**src/rtl/t5_dmem.sv**
```systemverilog
// t5_dmem - X/M-stage load/store unit for the t5 pipeline.
//
// Decodes X-stage loads and stores, runs one Wishbone classic data cycle per
// aligned access, and holds the global pipeline enable (sena) low until that
// cycle finishes. Misaligned or illegal-width accesses never reach the bus and
// raise mmis; bus errors and timeouts end the cycle and raise mberr.
//
// Ports:
//   sclk, srst_n        clock (rising edge), asynchronous active-low reset
//   ihold               fetch-side stall request, honoured only while idle
//   xopc, xfn3          X-stage opcode [6:2] and funct3
//   xalu, xrs2          effective address and store data
//   dwb_ack, dwb_err    Wishbone slave responses
//   dwb_adr .. dwb_wre  registered Wishbone master outputs (cyc == stb)
//   xsel                combinational byte-lane select for t5_back
//   malu, mmis, mberr   M-stage ALU result, misalign flag, bus-error flag
//   sena                combinational global pipeline enable
module t5_dmem #(
    parameter int XLEN = 32,
    parameter int TOUT = 16
) (
    input  logic            sclk,
    input  logic            srst_n,
    input  logic            ihold,
    input  logic [4:0]      xopc,
    input  logic [2:0]      xfn3,
    input  logic [XLEN-1:0] xalu,
    input  logic [XLEN-1:0] xrs2,
    input  logic            dwb_ack,
    input  logic            dwb_err,
    output logic [XLEN-3:0] dwb_adr,
    output logic [XLEN-1:0] dwb_dto,
    output logic [3:0]      dwb_sel,
    output logic            dwb_stb,
    output logic            dwb_cyc,
    output logic            dwb_wre,
    output logic [3:0]      xsel,
    output logic [XLEN-1:0] malu,
    output logic            mmis,
    output logic            mberr,
    output logic            sena
);

    localparam logic S_IDLE = 1'b0;
    localparam logic S_REQ  = 1'b1;

    localparam int CW = $clog2(TOUT + 1);

    logic            state;
    logic [CW-1:0]   cnt;
    logic            tmo;
    logic            memop;
    logic            store;
    logic [1:0]      lane;
    logic [1:0]      a;
    logic [3:0]      sel;
    logic [XLEN-1:0] dto;
    logic            mis;
    logic            issue;
    logic            bus_end;
    logic            bus_fail;
    logic            unused_fn3;

    // funct3[2] only selects sign/zero extension, which t5_back handles.
    assign unused_fn3 = xfn3[2];

    always_comb begin
        store = (xopc == 5'b01000);
        memop = (xopc == 5'b00000) | store;
        lane  = xfn3[1:0];
        a     = xalu[1:0];
        sel   = 4'hF;
        dto   = xrs2;
        case (lane)
            2'b00: begin
                sel = 4'b0001 << a;
                dto = {4{xrs2[7:0]}};
            end
            2'b01: begin
                sel = a[1] ? 4'hC : 4'h3;
                dto = {2{xrs2[15:0]}};
            end
            default: begin
                sel = 4'hF;
                dto = xrs2;
            end
        endcase
        mis = memop & ((lane == 2'b11)
                     | ((lane == 2'b01) & a[0])
                     | ((lane == 2'b10) & (a != 2'b00)));
        xsel     = memop ? sel : 4'hF;
        issue    = (state == S_IDLE) & memop & ~mis;
        bus_end  = (state == S_REQ) & (dwb_ack | dwb_err | tmo);
        bus_fail = (state == S_REQ) & (dwb_err | tmo);
        if (!srst_n)
            sena = 1'b0;
        else if (state == S_REQ)
            sena = bus_end;
        else
            sena = ~issue & ~ihold;
    end

    assign dwb_cyc = dwb_stb;

    // The counter reaches TOUT-1 once TOUT REQ cycles have elapsed; the
    // registered tmo flag ends the cycle on the REQ cycle that follows.
    always_ff @(posedge sclk or negedge srst_n) begin
        if (!srst_n) begin
            state   <= S_IDLE;
            dwb_stb <= 1'b0;
            dwb_wre <= 1'b0;
            dwb_adr <= '0;
            dwb_sel <= '0;
            dwb_dto <= '0;
            cnt     <= '0;
            tmo     <= 1'b0;
        end else begin
            case (state)
                S_IDLE: begin
                    if (issue) begin
                        state   <= S_REQ;
                        dwb_stb <= 1'b1;
                        dwb_wre <= store;
                        dwb_adr <= xalu[XLEN-1:2];
                        dwb_sel <= sel;
                        dwb_dto <= dto;
                        cnt     <= '0;
                        tmo     <= 1'b0;
                    end
                end
                default: begin
                    if (bus_end) begin
                        state   <= S_IDLE;
                        dwb_stb <= 1'b0;
                        dwb_wre <= 1'b0;
                    end else begin
                        cnt <= cnt + CW'(1);
                        tmo <= (cnt == CW'(TOUT - 1));
                    end
                end
            endcase
        end
    end

    always_ff @(posedge sclk or negedge srst_n) begin
        if (!srst_n) begin
            malu  <= '0;
            mmis  <= 1'b0;
            mberr <= 1'b0;
        end else if (sena) begin
            malu  <= xalu;
            mmis  <= mis;
            mberr <= bus_fail;
        end
    end

endmodule

```
**config.mk**
```make
export PLATFORM = sky130hd
export DESIGN_NAME = t5_dmem
export DESIGN_NICKNAME = d
export VERILOG_FILES = /design/src/rtl/t5_dmem.sv
export SDC_FILE = /design/constraint.sdc
export NUM_CORES = 1
export LEC_CHECK = 0
export BUFFER_PORTS_ARGS = -buffer_cell sky130_fd_sc_hd__buf_2
export CAP_MARGIN = 40
export CORE_MARGIN = 3
export CORE_UTILIZATION = 44
export DETAILED_ROUTE_END_ITERATION = 8
export GPL_TIMING_DRIVEN = 0
export MAX_ROUTING_LAYER = met4
export PLACE_DENSITY = 0.78
export SETUP_SLACK_MARGIN = 0.05
export SLEW_MARGIN = 20
export SYNTH_ARGS = -nofsm -noshare
export SYNTH_HDL_FRONTEND = slang
export SYNTH_SLANG_ARGS = --single-unit
```
**constraint.sdc**
```tcl
create_clock -name sclk -period 2 [get_ports sclk]
set_clock_uncertainty 0.05 [all_clocks]
set_input_delay 0.1 -clock sclk [delete_from_list [all_inputs] [get_ports sclk]]
set_output_delay 0.1 -clock sclk [all_outputs]
set_load 0.1 [all_outputs]
```
==> results.toml <==
[outcome]
status = "finished, violations left"
violations = "hold timing"

[hold_path]
hp-class = "input pin to flip-flop"
hold-path-cell-count = 3
hold_start = "xrs2[27]"
whs_endpoint = "dwb_dto[27]"

[global_route]
grt_max_degree = 68
grtUsageTotal = 0.244
grt_pass1_wl_um = 22100
overflow = 0
grt_pass1_vias = 4570
antenna_found_initial = 0

[finish]
diodes = 0
drive_gt1_frac = 0.357
layout_commonest_cell = "buf_2"
design_area_sq_um = 6830
area_growth_pct = 44.5
layout.nets = 788
final_cell_mix = "buf_2, nand2_1, dfrtp_1"

[detailed_routing]
drtPass1Iterations = 5
drt-initial-drc-count = 276
wirelength_um = 14200
viasPerCell = 5.13
wl_per_cell_um = 16.7
ant_nets = 0
drc = 0
num_vias = 4363

[synthesis]
synth_seq_cells = 109
synth_top_area_cell = "dfrtp_1"
synth_area_sq_um = 4720
syn_avg_cell_area_sq_um = 10.5
netlist_top_cells_area = "dfrtp_1, nand2_1, mux2_4"
ys_seq_area_frac = 0.577
synth_cell_type_count = 36
yosys_warnings = 0
synth_cells = 450
synth_nets = 529
yosysTopAreaCellShare = 0.577

[sta]
slew_headroom = 0.584
final-setup-viol-count = 0
post-route-min-period_ns = 1.88
drv_slew = 0
rsz0062_at_grt = "false"
hold_viol_final = 1
fin_crit_sh = 0.941
worst_pin_slew_ns = 0.624
fmax_mhz = 532
hold_slack_ns = -0.00993

[critical_path]
rrSetupSlack_ns = 0.14
cpMostUsedCell = "buf_12"
path_cells = "buf_2 -> or4_1 -> clkbuf_1 -> a211oi_4 -> buf_4 -> nor2_4 -> buf_12 -> buf_12"
reg2regPathDepth = 6
r2r_end = "malu[27]"
worstReg2RegStart = "tmo"
max_stage_delay_ns = 0.51
critPathTopFamily = "buffers and inverters"
path_buf_inv = 5
critical_path.endpoint_type = "output port"
cp_slowest_cell = "or4_1"
cp.required_ns = 1.85
worstSetupPathType = "input pin to output port"
worstPathArrival_ns = 1.73
start_kind = "input pin"
crit_fanout = 8

[clocking]
clk_path_buf_depth = 2
cts_tree = "built"
numCtsBuffers = 9
cts_num_sinks = 109
path_clk_slew_ns = 0.10
clk_latency_ns = 0.36
cts_max_level = 3
cts-root-buf = "clkbuf_8"

[floorplan]
io_pins = 185
die_height_um = 110
coreArea_sq_um = 10400
dieWidth_um = 110
initial_core_util = 0.456
fp-row-count = 37
die_area_sq_um = 12000

[pwr]
p_leak_nw = 3.58
comb_power_share = 0.494
p_int_mw = 4.37
power_density_nw_per_um2 = 1340
vdd_drop_max_mv = 0.962
p_clk_frac = 0.190
p_seq_frac = 0.316
switching_power_mw = 4.76
switching_share = 0.521

[placement]
placed_area_sq_um = 5850
io_buffers = 180
dp_hpwl_um = 9580
place.gp.congestion = 0.848

[flow_run]
cap_viol_max_count = 0
==> cell families (layout without fill, tap and decap cells) <==
family | Yosys count | count (layout) | share of synthesized area
adder cells (fa/ha/maj) | 2 | 2 | 0.00530
buffers and inverters | 32 | 296 | 0.0312
AO/OA/AOI/OAI | 63 | 63 | 0.0768
multiplexers | 56 | 56 | 0.149
AND/OR/NAND/NOR | 187 | 187 | 0.158
XOR/XNOR | 1 | 1 | 0.00185
flip-flops | 109 | 109 | 0.577
==> power by group through the flow <==
stage               registers [mW]  clock network [mW]  logic, mW
finish                        2.89                1.73       4.51
global route                  2.93                1.85       4.67
CTS                           2.88                1.76       4.50
detailed placement            2.91                   0       4.40
global placement              2.89                   0       4.35
floorplan                     5.92                   0      0.592
==> routing by layer <==
layer  global-route usage  vias to the layer above  share of wire
met1                0.298                     2113           0.41
met3               0.0364                       44          0.054
met4                0.112                        0          0.033
met5                    -                        -              0
li1                     -                     2010              -
met2                0.401                      196           0.50
==> tightest hold or removal path, cell delays in order <==
cell and delay, ns:
buf_2 0.08, a21oi_1 0.06, o21ai_0 0.13
==> synthesized netlist by cell type <==
cell	number
nor2b_1	1
buf_6	3
buf_4	1
o311ai_0	1
or3_1	1
mux2_2	4
o32ai_1	1
and3_1	1
buf_2	1
a211oi_1	1
or4_1	1
nand2_1	153
nand3_1	5
ha_1	2
or4b_1	1
clkbuf_1	24
o31ai_1	2
nor4_1	2
xor2_1	1
a211oi_4	1
nor2_1	16
a31o_2	1
o211ai_1	2
mux2_4	28
o21ai_0	38
a21o_1	2
a211o_1	1
nand4_1	1
nand2b_1	2
a21oi_1	13
nor2_2	1
nor4b_1	1
mux2i_1	24
dfrtp_1	109
nor3_1	1
inv_1	3
==> through the flow <==
step	setup WS (ns)	setup TNS (ns)	power, mW	instances	util
finish	0.119	0	9.13	850	0.658
global route	0.0497	0	9.45	850	0.658
CTS	0.00766	0	9.14	847	0.654
detailed placement	-0.284	-20.98	7.31	767	0.564
global placement	-1.38	-99.58	7.24	766	0.561
floorplan	-0.231	-0.231	6.52	450	-
==> what timing repair did <==
action,in CTS,in global routing
hold buffers,58,0
hold endpoints to repair,129,0
buffers inserted,6,4
pin swaps,2,1
resized for setup,9,11
setup endpoints to repair,33,64
gates cloned,0,0
==> how the worst max path moves through the flow <==
stage / startpoint / to / slack (ns) / depth (start not counted)
floorplan: xfn3[0] / xsel[1] / -0.23 / 4
global placement: srst_n / sena / -1.38 / 5
detailed placement: xopc[1] / dwb_dto[27] / -0.28 / 8
CTS: tmo / sena / 0.008 / 6
global route: xopc[1] / dwb_adr[25] / 0.05 / 8
finish: xopc[1] / sena / 0.12 / 8
==> cell type report <==
class / instances / area, sq um
Buffer: 27 / 150
Fill cell: 810 / 3540
Inverter: 3 / 11.3
Tap cell: 136 / 170
Timing Repair Buffer: 250 / 1620
Multi-Input combinational cell: 309 / 1880
Sequential cell: 109 / 2730
Clock inverter: 6 / 134
Clock buffer: 10 / 138
==> sequential cells by signal, summed over array words and instances, names as in the netlist <==
name,count
mberr,1
dwb_adr,30
mmis,1
dwb_cyc,1
dwb_dto,32
cnt,5
malu,32
dwb_sel,4
state,1
dwb_wre,1
tmo,1
Power figures use the tool's default switching activity.
